`config.mk`:
```
export PLATFORM = sky130hd
export DESIGN_NAME = fifo_burst_reader
export DESIGN_NICKNAME = d
export VERILOG_FILES = /design/src/rtl/fifo_burst_reader.sv
export SDC_FILE = /design/constraint.sdc
export NUM_CORES = 1
export LEC_CHECK = 0
export BUFFER_PORTS_ARGS = -buffer_cell sky130_fd_sc_hd__buf_2
export CAP_MARGIN = 15
export CORE_MARGIN = 5
export CORE_UTILIZATION = 60
export DETAILED_ROUTE_END_ITERATION = 10
export PLACE_DENSITY = 0.8
export SLEW_MARGIN = 20
export SYNTH_ARGS = -nofsm -noshare
export SYNTH_HDL_FRONTEND = slang
export SYNTH_SLANG_ARGS = --single-unit
export TNS_END_PERCENT = 20
```
`constraint.sdc`:
```
create_clock -name clk_i -period 3.5 [get_ports clk_i]
set_input_delay 0.175 -clock clk_i [delete_from_list [all_inputs] [get_ports clk_i]]
set_output_delay 0.175 -clock clk_i [all_outputs]
set_load 0.01 [all_outputs]
```
`src/rtl/fifo_burst_reader.sv`:
```
// Burst reader for the read side of the data repeater FIFO: issues latency-tracked
// reads, parks returned words in a small skid buffer and frames them with a last flag.
module fifo_burst_reader #(
    parameter int DW         = 32,
    parameter int LEN_W      = 16,
    parameter int RD_LAT     = 1,
    parameter int SKID_DEPTH = 4
) (
    input  logic             clk_i,
    input  logic             reset_n_i,
    input  logic             start_i,
    input  logic [LEN_W-1:0] burst_len_i,
    input  logic             abort_i,
    output logic             busy_o,
    output logic             done_o,
    output logic             fifo_rd_o,
    input  logic [DW-1:0]    fifo_rd_dat_i,
    input  logic             fifo_rd_dat_valid_i,
    output logic [DW-1:0]    out_dat_o,
    output logic             out_valid_o,
    output logic             out_last_o,
    input  logic             out_ready_i
);

    localparam int AW = $clog2(SKID_DEPTH);
    localparam int PW = AW + 1;
    localparam int CW = $clog2(RD_LAT + 1);

    typedef enum logic [1:0] {ST_IDLE, ST_READ, ST_DRAIN, ST_DONE} state_t;

    state_t            state_reg, state_next;
    logic [LEN_W-1:0]  len_reg, received_reg, sent_reg;
    logic              abort_reg;
    logic [RD_LAT-1:0] pipe_reg, pipe_next;
    logic [PW-1:0]     head_reg, tail_reg;
    logic [DW-1:0]     mem_reg [SKID_DEPTH];

    logic              rd_req, push, pop, busy, drain_done, abort_active;
    logic [CW-1:0]     inflight;
    logic [PW-1:0]     skid_count;
    logic [LEN_W:0]    need_sum;
    logic [PW:0]       occ_sum;

    // Oldest request sits in the top bit; it is the only slot a return may belong to.
    generate
        if (RD_LAT == 1) begin : g_pipe_one
            assign pipe_next = rd_req;
        end else begin : g_pipe_many
            assign pipe_next = {pipe_reg[RD_LAT-2:0], rd_req};
        end
    endgenerate

    always_comb begin
        inflight = '0;
        for (int i = 0; i < RD_LAT; i++) begin
            inflight = inflight + CW'(pipe_reg[i]);
        end
    end

    assign busy        = (state_reg == ST_READ) || (state_reg == ST_DRAIN);
    assign skid_count  = tail_reg - head_reg;
    assign push        = fifo_rd_dat_valid_i && pipe_reg[RD_LAT-1] && busy;
    assign out_valid_o = (skid_count != '0);
    assign pop         = out_valid_o && out_ready_i;
    assign need_sum    = {1'b0, received_reg} + (LEN_W+1)'(inflight);
    assign occ_sum     = {1'b0, skid_count} + (PW+1)'(inflight);
    // A push implies inflight > 0, so this already covers "nothing arriving this cycle".
    assign drain_done  = (inflight == '0) && (skid_count == PW'(pop));
    assign abort_active = abort_reg || ((state_reg == ST_READ) && abort_i);

    always_comb begin
        state_next = state_reg;
        rd_req     = 1'b0;
        case (state_reg)
            ST_IDLE: begin
                if (start_i) state_next = ST_READ;
            end
            ST_READ: begin
                rd_req = (need_sum < {1'b0, len_reg}) &&
                         (occ_sum < (PW+1)'(SKID_DEPTH)) && !abort_i && !abort_reg;
                if ((received_reg == len_reg) || abort_i || (abort_reg && (inflight == '0)))
                    state_next = drain_done ? ST_DONE : ST_DRAIN;
            end
            ST_DRAIN: begin
                if (drain_done) state_next = ST_DONE;
            end
            ST_DONE: state_next = ST_IDLE;
            default: state_next = ST_IDLE;
        endcase
    end

    always_ff @(posedge clk_i or negedge reset_n_i) begin
        if (!reset_n_i) begin
            state_reg    <= ST_IDLE;
            len_reg      <= '0;
            received_reg <= '0;
            sent_reg     <= '0;
            abort_reg    <= 1'b0;
            pipe_reg     <= '0;
            head_reg     <= '0;
            tail_reg     <= '0;
            for (int i = 0; i < SKID_DEPTH; i++) mem_reg[i] <= '0;
        end else begin
            state_reg <= state_next;
            pipe_reg  <= pipe_next;
            if ((state_reg == ST_IDLE) && start_i) begin
                len_reg      <= (burst_len_i == '0) ? LEN_W'(1) : burst_len_i;
                received_reg <= '0;
                sent_reg     <= '0;
                abort_reg    <= 1'b0;
            end else begin
                if (push) received_reg <= received_reg + LEN_W'(1);
                if (pop)  sent_reg     <= sent_reg + LEN_W'(1);
                if ((state_reg == ST_READ) && abort_i) abort_reg <= 1'b1;
            end
            if (push) begin
                mem_reg[tail_reg[AW-1:0]] <= fifo_rd_dat_i;
                tail_reg <= tail_reg + PW'(1);
            end
            if (pop) head_reg <= head_reg + PW'(1);
        end
    end

    assign out_dat_o  = out_valid_o ? mem_reg[head_reg[AW-1:0]] : '0;
    // After an abort the final word is the last one buffered with nothing left in flight.
    assign out_last_o = out_valid_o &&
                        ((sent_reg == len_reg - LEN_W'(1)) ||
                         (abort_active && (skid_count == PW'(1)) && (inflight == '0)));
    assign busy_o     = busy;
    assign done_o     = (state_reg == ST_DONE);
    assign fifo_rd_o  = rd_req;

endmodule

```
==> impl_metrics.csv, run 1 <==
group,metric,value,unit
run_status,status,"finished, final reports clean",
yosys,synth.top_cell.area_share,47.2,%
cts,clockBufferDepth,2,
timing,timing.final.crit_share,95.8,%
floorplanning,core_area,0.0160,mm²
routing,drt-pass1-iter-count,5,
yosys,synthAdderAreaFrac,4.14,%
global_route,grt_pass1_wl,37000,µm
pwr,power_density,741,mW/mm²
pwr,peakVddDrop,0.000490,V
global_route,grt_start_max_net_pins,85,
yosys,synth_top_area_cell,"dfrtp_1",
yosys,synth_nets,913,
yosys,synth-main-ff-cell,"dfrtp_1",
floorplanning,die_h,138,µm
cts,numCtsBuffers,17,
routing,wl_per_cell,19.2,µm
timing,setup_violations,0,
cells_and_area,area_delta_synth_final,15.1,%
worst_setup_path,cp_slowest_cell,"dfrtp_2",
global_route,antenna_found_initial,0,
yosys,yosysWarnings,0,
timing,worst_slew_pin_slew,708,ps
yosys,ys_async_sr_fraction,100,%
worst_setup_path,cp_max_fo,7,
routing,drt-total-wl,22100,µm
cells_and_area,n_fill_cell,1153,
floorplanning,io_pins,91,
timing,finalMaxSlewViolations,0,
yosys,synth_area_leaders,"dfrtp_1 47%, mux2_2 15%, mux4_2 7.3%",
worst_setup_path,path_common_cell,"nor2_1",
pwr,power.total,0.00840,W
routing,antenna_left,0,
placement,dpl.cell_count,1103,
floorplanning,rows,46,
yosys,syn_inst,827,
timing,clock_skew,13.1,ps
yosys,synth_edf_count,0,
yosys,synth-seq-cells,186,
yosys,syn-mean-instance-area,11.9,µm²
yosys,synth_top_family_by_area,"multiplexers",
floorplanning,die_w,138,µm
yosys,synthSimpleGateAreaFrac,11.6,%
global_route,grt-ovfl-total,0,
job,drv_cap,0,
placement,dp_hpwl,14800,µm
cts,h-tree-depth,4,
worst_setup_path,crit_chain,"and4_2 > nand3_1 > nor2_1 > xor2_1 > ha_1 > a21o_1 > a21oi_1 > nor2_1 > or4_1 > a21oi_2 > buf_2",
cells_and_area,fin_util,70.9,%
global_route,track_usage,23.8,%
cells_and_area,num_antenna_cells,0,
worst_setup_path,crit_type,"reg -> out",
floorplanning,start_util,61.6,%
yosys,synth_compound_area_share,4.50,%
cells_and_area,final_common_cell,"dfrtp_1",
worst_setup_path,cp.arrival,3180,ps
cells_and_area,nets,1006,
timing,maxSlewHeadroom,52.3,%
cts,cts.clk_slew.worst_paths,70,ps
pwr,p_leak,5.49,nW
yosys,synth.cell_area,0.00985,mm²
routing,drc,0,
placement,portBuffers,90,
timing,final_hold_viol_count,0,
floorplanning,die_area,0.0191,mm²
yosys,synth_cell_types,52,
cells_and_area,final_cell_mix,"179 x dfrtp_1, 129 x mux2_2, 89 x buf_2",
routing,vias,6790,
routing,drt-initial-drc-count,469,
cells_and_area,seq_area,0.00466,mm²
cells_and_area,fin_cells,1149,
timing,rsz0062_at_grt,"yes",
cts,cts_num_sinks,186,
min_path,min_path_type,"in -> reg",
worst_setup_path,slowest_delay,440,ps
global_route,grt_pass1_vias,7118,
yosys,ys_seq_area_share,47.2,%
cts,cts_tree,"yes",
timing,min_period,3350,ps
worst_setup_path,cp-end-kind,"output pin",
worst_setup_path,start_kind,"flip-flop",
routing,via_per_inst,5.91,
cts,clk_latency,440,ps
cells_and_area,multi_input_comb_area,0.00497,mm²
yosys,synthXorXnorAreaFrac,7.07,%
cells_and_area,drive_above_1_share,34.9,%
cts,cts_root_buffer,"clkbuf_16",
timing,max_clock_freq,298,MHz
cells_and_area,largest_reg_flops,128,
placement,gp_congestion,0.911,
timing,holdWs,13.6,ps
yosys,synth_mux_area_share,22.4,%
worst_setup_path,cp.required,3320,ps
-- synthesized netlist by cell type (2+ instances only) --
cell type	instances
a21o_1	7
and4_1	3
clkbuf_1	27
xor2_1	24
o21ai_2	2
ha_1	31
inv_1	29
buf_2	9
nand4_1	17
or3_1	7
nor4b_1	3
nor3_1	11
a21oi_1	16
nor2_1	47
and3_1	8
and2_1	2
mux4_2	32
mux2i_1	3
nand3b_1	2
nor4_1	7
or4_1	2
nand2_1	46
nand2b_1	5
o2111ai_1	2
mux2_2	129
o22ai_1	3
a211oi_1	2
xnor2_1	53
nor2b_1	33
o21ai_0	27
buf_1	12
nand3_1	20
a32oi_1	2
dfrtp_1	186
-- cell type report --
| class | instances | share of cell area [%] |
|---|---|---|
| Clock buffer | 23 | 4.13 |
| Clock inverter | 9 | 0.927 |
| Inverter | 29 | 0.960 |
| Multi-Input combinational cell | 563 | 43.9 |
| Sequential cell | 186 | 41.1 |
| Tap cell | 216 | 2.38 |
| Timing Repair Buffer | 123 | 6.63 |
-- final timing paths --
kind                       depth (start not counted)              end        startpoint  slack (ps)
hold / removal                                     2       mem_reg[2]  fifo_rd_dat_i[2]          10
setup / recovery                                  11        fifo_rd_o   received_reg[3]         150
hold reg to reg                                    1      mem_reg[49]       mem_reg[49]         500
min in group asynchronous                          2     mem_reg[120]         reset_n_i         330
max in group asynchronous                          3  received_reg[6]         reset_n_i        2250
setup reg to reg                                  10     sent_reg[15]       tail_reg[0]         650
-- power breakdown --
group          internal, W  switching, W  total (W)
clock network      0.00104      0.000859    0.00190
registers          0.00279      0.000524    0.00331
logic              0.00156       0.00164    0.00319
total              0.00538       0.00302    0.00840
-- routing by layer --
metal	part of all wire (%)	up-vias	routed length [µm]	GRT usage (%)
li1	-	3125	-	-
met1	44	3447	9710	32.2
met2	49	181	10700	38.5
met3	5.1	37	1120	5.66
met4	2.2	0	482	7.54
met5	0	-	0	0
-- what timing repair did --
action	4_1_cts	5_1_grt
hold buffers	14	0
pin swaps	0	1
endpoints found under the hold margin	88	0
setup endpoints to repair	1	2
gates resized for setup	3	19
buffers inserted	0	0
-- cell families (layout without fill, tap and decap cells) --
logic type               after synthesis  after routing
adder cells (fa/ha/maj)               32             32
XOR/XNOR                              78             78
AO/OA/AOI/OAI                         71             71
buffers and inverters                 78            184
AND/OR/NAND/NOR                      218            218
flip-flops                           186            186
multiplexers                         164            164
-- critical path, delay by kind of cell, from the launching register on --
kind / cells / cell delay [ps]
buffers and inverters: 1 / 160
flip-flops: 1 / 440
XOR/XNOR: 1 / 170
AND/OR/NAND/NOR: 5 / 1200
AO/OA/AOI/OAI: 3 / 520
adder cells (fa/ha/maj): 1 / 260
-- metrics by stage --
| step | setup TNS, ps | cell area (µm²) | setup slack (ps) |
|---|---|---|---|
| final | 0 | 11300 | 148 |
| after global routing | -43.4 | 11300 | -43.4 |
| after CTS | 0 | 11300 | 6.17 |
| after detailed placement | 0 | 10500 | 331 |
| after global placement | 0 | 10500 | 414 |
| after floorplan | 0 | 9850 | 550 |
Power figures use the tool's default switching activity.
==> run 2, diff against run 1 <==
RECOVER_POWER = 50   (was unset)
==> impl_metrics.csv, run 2 (synthesis results as in run 1) <==
group,metric,value,unit
run_status,status,"complete, but fails checks",
run_status,failed_checks,"max-capacitance violations, max-slew violations",
pwr,clockPowerShare,22.6,%
global_route,grt_pass1_vias,7118,
cells_and_area,fin_util,70.7,%
routing,drt-initial-drc-count,472,
timing,finalMaxSlewViolations,77,
floorplanning,die_h,138,µm
floorplanning,start_util,61.6,%
global_route,grtUsageMet2,38.5,%
worst_setup_path,worstReg2RegEnd,"len_reg[2]",
global_route,track_usage,23.8,%
cells_and_area,multi_input_comb_area,0.00497,mm²
min_path,holdPathStages,2,
min_path,min_from,"fifo_rd_dat_i[2]",
cts,clockBufferDepth,2,
cells_and_area,seq_area,0.00466,mm²
timing,maxSlewHeadroom,-25.6,%
worst_setup_path,cp.required,3320,ps
global_route,grt_pass1_wl,37000,µm
timing,setup_violations,0,
job,drv_cap,1,
global_route,antenna_found_initial,0,
cts,cts.clk_slew.worst_paths,70,ps
worst_setup_path,cp_max_fo,7,
cts,cts_num_sinks,186,
worst_setup_path,r2r-start,"state_reg[0]",
cells_and_area,nets,1006,
timing,final_hold_viol_count,0,
cts,numCtsBuffers,17,
routing,via_per_inst,5.90,
routing,drt-pass1-iter-count,5,
floorplanning,die_w,138,µm
placement,dpl.cell_count,1103,
worst_setup_path,cp.arrival,3170,ps
pwr,netSwitchingPower,0.00302,W
timing,setup_ws,151,ps
timing,max_clock_freq,299,MHz
routing,drc,0,
cells_and_area,n_fill_cell,1165,
placement,gp_congestion,0.911,
pwr,pwr-share-seq,39.5,%
global_route,grt-ovfl-total,0,
cts,cts_root_buffer,"clkbuf_16",
cts,h-tree-depth,4,
cells_and_area,fin_cells,1149,
routing,vias,6780,
worst_setup_path,start_kind,"flip-flop",
floorplanning,rows,46,
timing,worst_slew_pin_slew,1880,ps
global_route,busiest_layer,"met2",
cells_and_area,largest_reg_flops,128,
pwr,combPwrFrac,37.9,%
pwr,peakVddDrop,0.000490,V
timing,clock_skew,13.1,ps
floorplanning,die_area,0.0191,mm²
global_route,use_met1,32.2,%
floorplanning,io_pins,91,
pwr,intPower,0.00537,W
timing,tns,0,ps
cts,cts_tree,"yes",
worst_setup_path,crit_type,"reg -> out",
pwr,power.total,0.00839,W
routing,drt-total-wl,22000,µm
cells_and_area,area_delta_synth_final,14.7,%
placement,dp_hpwl,14800,µm
global_route,grt_start_max_net_pins,85,
pwr,power_density,742,mW/mm²
min_path,holdPathEnd,"mem_reg[2]",
routing,wl_per_cell,19.2,µm
worst_setup_path,ff2ff_path_depth,6,
worst_setup_path,cp-end-kind,"output pin",
cts,clk_latency,440,ps
timing,rsz0062_at_grt,"yes",
routing,antenna_left,0,
pwr,swShare,36.0,%
placement,dpl_worst_slack,331,ps
worst_setup_path,r2r_slack,600,ps
cells_and_area,final_cell_mix,"179 x dfrtp_1, 129 x mux2_2, 86 x buf_2",
floorplanning,core_area,0.0160,mm²
cells_and_area,drive_above_1_share,34.3,%
pwr,p_leak,5.47,nW
cells_and_area,final_common_cell,"dfrtp_1",
global_route,grt_use_met3,5.66,%
cells_and_area,num_antenna_cells,0,
placement,portBuffers,90,
timing,min_period,3350,ps
min_path,min_path_type,"in -> reg",
timing,timing.final.crit_share,95.7,%
-- run 2: cell types whose count changed in the layout (fill, tap and decap cells not counted) --
cell      delta
clkbuf_1     +5
and2_0       +1
buf_2        -3
buf_12       -1
clkbuf_2     +3
and2_2       -1
buf_4        -4
clkbuf_4     +1
buf_6        -1
-- run 2: cell type report --
class / count / share of cell area [%]
multi-input combinational: 563 / 44.0
sequential: 186 / 41.3
timing repair buffer: 123 / 6.34
clock buffer: 23 / 4.14
tap: 216 / 2.39
inverter: 29 / 0.963
clock inverter: 9 / 0.930
-- run 2: worst max-delay path by stage --
stage | start | endpoint | slack, ps | cells after the start
after floorplan | head_reg[1] | out_last_o | 550 | 10
after global placement | pipe_reg | fifo_rd_o | 410 | 13
after detailed placement | pipe_reg | fifo_rd_o | 330 | 13
after CTS | pipe_reg | fifo_rd_o | 6 | 13
after global routing | received_reg[6] | fifo_rd_o | -40 | 10
final | received_reg[3] | fifo_rd_o | 150 | 11
-- run 2: timing repair --
action                     in CTS  in global routing
setup endpoints to repair       1                  2
gates resized for setup         3                 19
setup buffers                   0                  0
hold endpoints to repair       88                  0
pin swaps                       0                  1
hold buffers                   14                  0
-- run 2: layer usage --
metal,share of wire (%),wire (µm),vias up
met2,49,10800,176
met5,0,0,-
met1,44,9620,3439
li1,-,-,3128
met4,2.2,482,0
met3,5.3,1170,37
-- run 2: metrics by stage --
step	hold WS (ps)	cell area [µm²]
3_3_place_gp	249	10500
4_1_cts	2.23	11300
2_1_floorplan	-121	9850
5_1_grt	8.19	11300
3_5_place_dp	250	10500
6_report	13.9	11300
-- run 2: power groups by stage --
stage / registers [W] / logic (W) / clock network [W]
2_1_floorplan: 0.00311 / 0.00239 / 0
3_3_place_gp: 0.00329 / 0.00308 / 0
3_5_place_dp: 0.00333 / 0.00315 / 0
4_1_cts: 0.00330 / 0.00319 / 0.00192
5_1_grt: 0.00339 / 0.00353 / 0.00201
6_report: 0.00331 / 0.00318 / 0.00190
-- run 2: worst max-delay path, stage by stage (launching register included) --
cell,delay [ps]
dfrtp_2,440
and4_2,320
nand3_1,180
nor2_1,220
xor2_1,170
ha_1,260
a21o_1,160
a21oi_1,190
nor2_1,60
or4_1,420
a21oi_2,170
buf_2,160
==> run 3, diff against run 2 <==
CORE_ASPECT_RATIO = 0.9   (was unset)
clock period = 3.4 ns   (was 3.5 ns; I/O delays follow)
==> impl_metrics.csv, run 3 (synthesis results as in run 1) <==
group,metric,value,unit
run_status,status,"complete, but fails checks",
run_status,failed_checks,"max-capacitance violations, max-slew violations",
floorplanning,die_area,0.0191,mm²
routing,drt-total-wl,22400,µm
timing,min_period,3310,ps
routing,drc,0,
timing,setup_violations,0,
timing,final_hold_viol_count,0,
cts,cts.clk_slew.worst_paths,70,ps
pwr,power.total,0.00881,W
worst_setup_path,cp.required,3230,ps
timing,clock_skew,9.62,ps
placement,dpl_cell_area,0.0105,mm²
cells_and_area,largest_reg_flops,128,
timing,finalMaxSlewViolations,121,
worst_setup_path,crit_chain,"ha_4 > ha_4 > nand2_4 > nor2_2 > xor2_1 > ha_1 > a21o_1 > a21o_1 > a21oi_1 > nor2_1 > or4_4 > a21oi_4 > buf_6",
worst_setup_path,cp.arrival,3140,ps
timing,maxSlewHeadroom,-11.0,%
routing,drt-initial-drc-count,369,
worst_setup_path,cp-end-kind,"output pin",
timing,timing.final.crit_share,97.5,%
routing,drt-pass1-iter-count,4,
cts,cts_root_buffer,"clkbuf_16",
cells_and_area,area_delta_synth_final,16.1,%
cells_and_area,fin_util,70.9,%
cells_and_area,nets,1017,
timing,rsz0062_at_grt,"yes",
worst_setup_path,crit_type,"reg -> out",
cts,cts_tree,"yes",
worst_setup_path,start_kind,"flip-flop",
timing,setup_ws,85.6,ps
routing,via_per_inst,5.90,
floorplanning,rows,44,
routing,antenna_left,0,
floorplanning,core_area,0.0161,mm²
floorplanning,start_util,61.1,%
min_path,min_path_type,"in -> reg",
placement,dpl_worst_slack,139,ps
worst_setup_path,path_delay_family,"compound AO/OA/AOI/OAI gates",
cells_and_area,num_antenna_cells,0,
global_route,track_usage,24.2,%
cells_and_area,drive_above_1_share,35.2,%
cts,clk_latency,430,ps
worst_setup_path,cp_num_buf_inv,1,
global_route,grt_start_max_net_pins,121,
worst_setup_path,cp_max_fo,6,
timing,max_clock_freq,302,MHz
job,drv_cap,1,
placement,gp_congestion,0.897,
cts,cts_num_sinks,186,
cells_and_area,final_cell_mix,"179 x dfrtp_1, 129 x mux2_2, 85 x buf_2",
pwr,peakVddDrop,0.000484,V
placement,portBuffers,90,
pwr,power_density,770,mW/mm²
worst_setup_path,slowest_delay,430,ps
global_route,grt_pass1_vias,7135,
cts,numCtsBuffers,17,
floorplanning,die_w,145,µm
placement,dp_hpwl,14800,µm
cts,h-tree-depth,4,
pwr,p_leak,5.54,nW
cts,clockBufferDepth,2,
floorplanning,io_pins,91,
routing,wl_per_cell,19.5,µm
floorplanning,die_h,132,µm
cells_and_area,final_common_cell,"dfrtp_1",
timing,holdWs,13.5,ps
routing,vias,6790,
global_route,grt_pass1_wl,37500,µm
cells_and_area,n_fill_cell,1132,
worst_setup_path,cp_slowest_cell,"or4_4",
global_route,antenna_found_initial,0,
cells_and_area,final_cell_area,0.0114,mm²
global_route,grt-ovfl-total,0,
timing,worst_slew_pin_slew,1660,ps
run 3: changes by cell type in the layout (fill, tap and decap cells not counted), moves of 2 or more:
cell and change:
clkinv_4 -3, buf_4 +9, a21oi_2 -2, inv_6 +2, clkbuf_2 -3, buf_6 +2
run 3: area by class of cell:
cell class	count	area [µm²]	share of cell area, %
clock buffer	21	470	4.11
clock inverter	11	145	1.27
tap	207	259	2.26
inverter	29	109	0.952
sequential	186	4660	40.8
timing repair buffer	134	802	7.01
multi-input combinational	563	4990	43.6
run 3: timing repair:
action / in CTS / in global routing
buffers inserted: 2 / 8
setup endpoints to repair: 1 / 2
pin swaps: 1 / 2
hold buffers: 14 / 0
hold endpoints to repair: 129 / 0
gates resized for setup: 8 / 21
run 3: final timing paths:
kind	endpoint	slack (ps)	cells past startpoint	from
max in group asynchronous	mem_reg[31]	880	3	reset_n_i
hold / removal	mem_reg[16]	10	2	fifo_rd_dat_i[16]
setup reg to reg	len_reg[4]	490	6	state_reg[0]
hold reg to reg	head_reg[2]	490	1	head_reg[2]
setup / recovery	fifo_rd_o	90	13	pipe_reg
min in group asynchronous	sent_reg[14]	650	2	reset_n_i
run 3: power breakdown:
part / switching (W) / total, W / internal (W) / leakage [nW]
sequential: 0.000530 / 0.00340 / 0.00287 / 2.50
combinational: 0.00173 / 0.00335 / 0.00162 / 2.74
clock: 0.000890 / 0.00206 / 0.00117 / 0.301
total: 0.00315 / 0.00881 / 0.00566 / 5.54
run 3: stage by stage:
stage          std cells  TNS, ps
2_1_floorplan        827        0
3_3_place_gp        1095        0
3_5_place_dp        1095        0
4_1_cts             1143        0
5_1_grt             1151    -42.2
6_report            1151        0
run 3: routing by layer:
metal  share of wire, %  track usage, %  routed length [µm]
met1                 44            33.2                9870
met2                 50            39.1               11200
met3                5.0            6.89                1120
met4                1.1            4.87                 239
met5                  0               0                   0
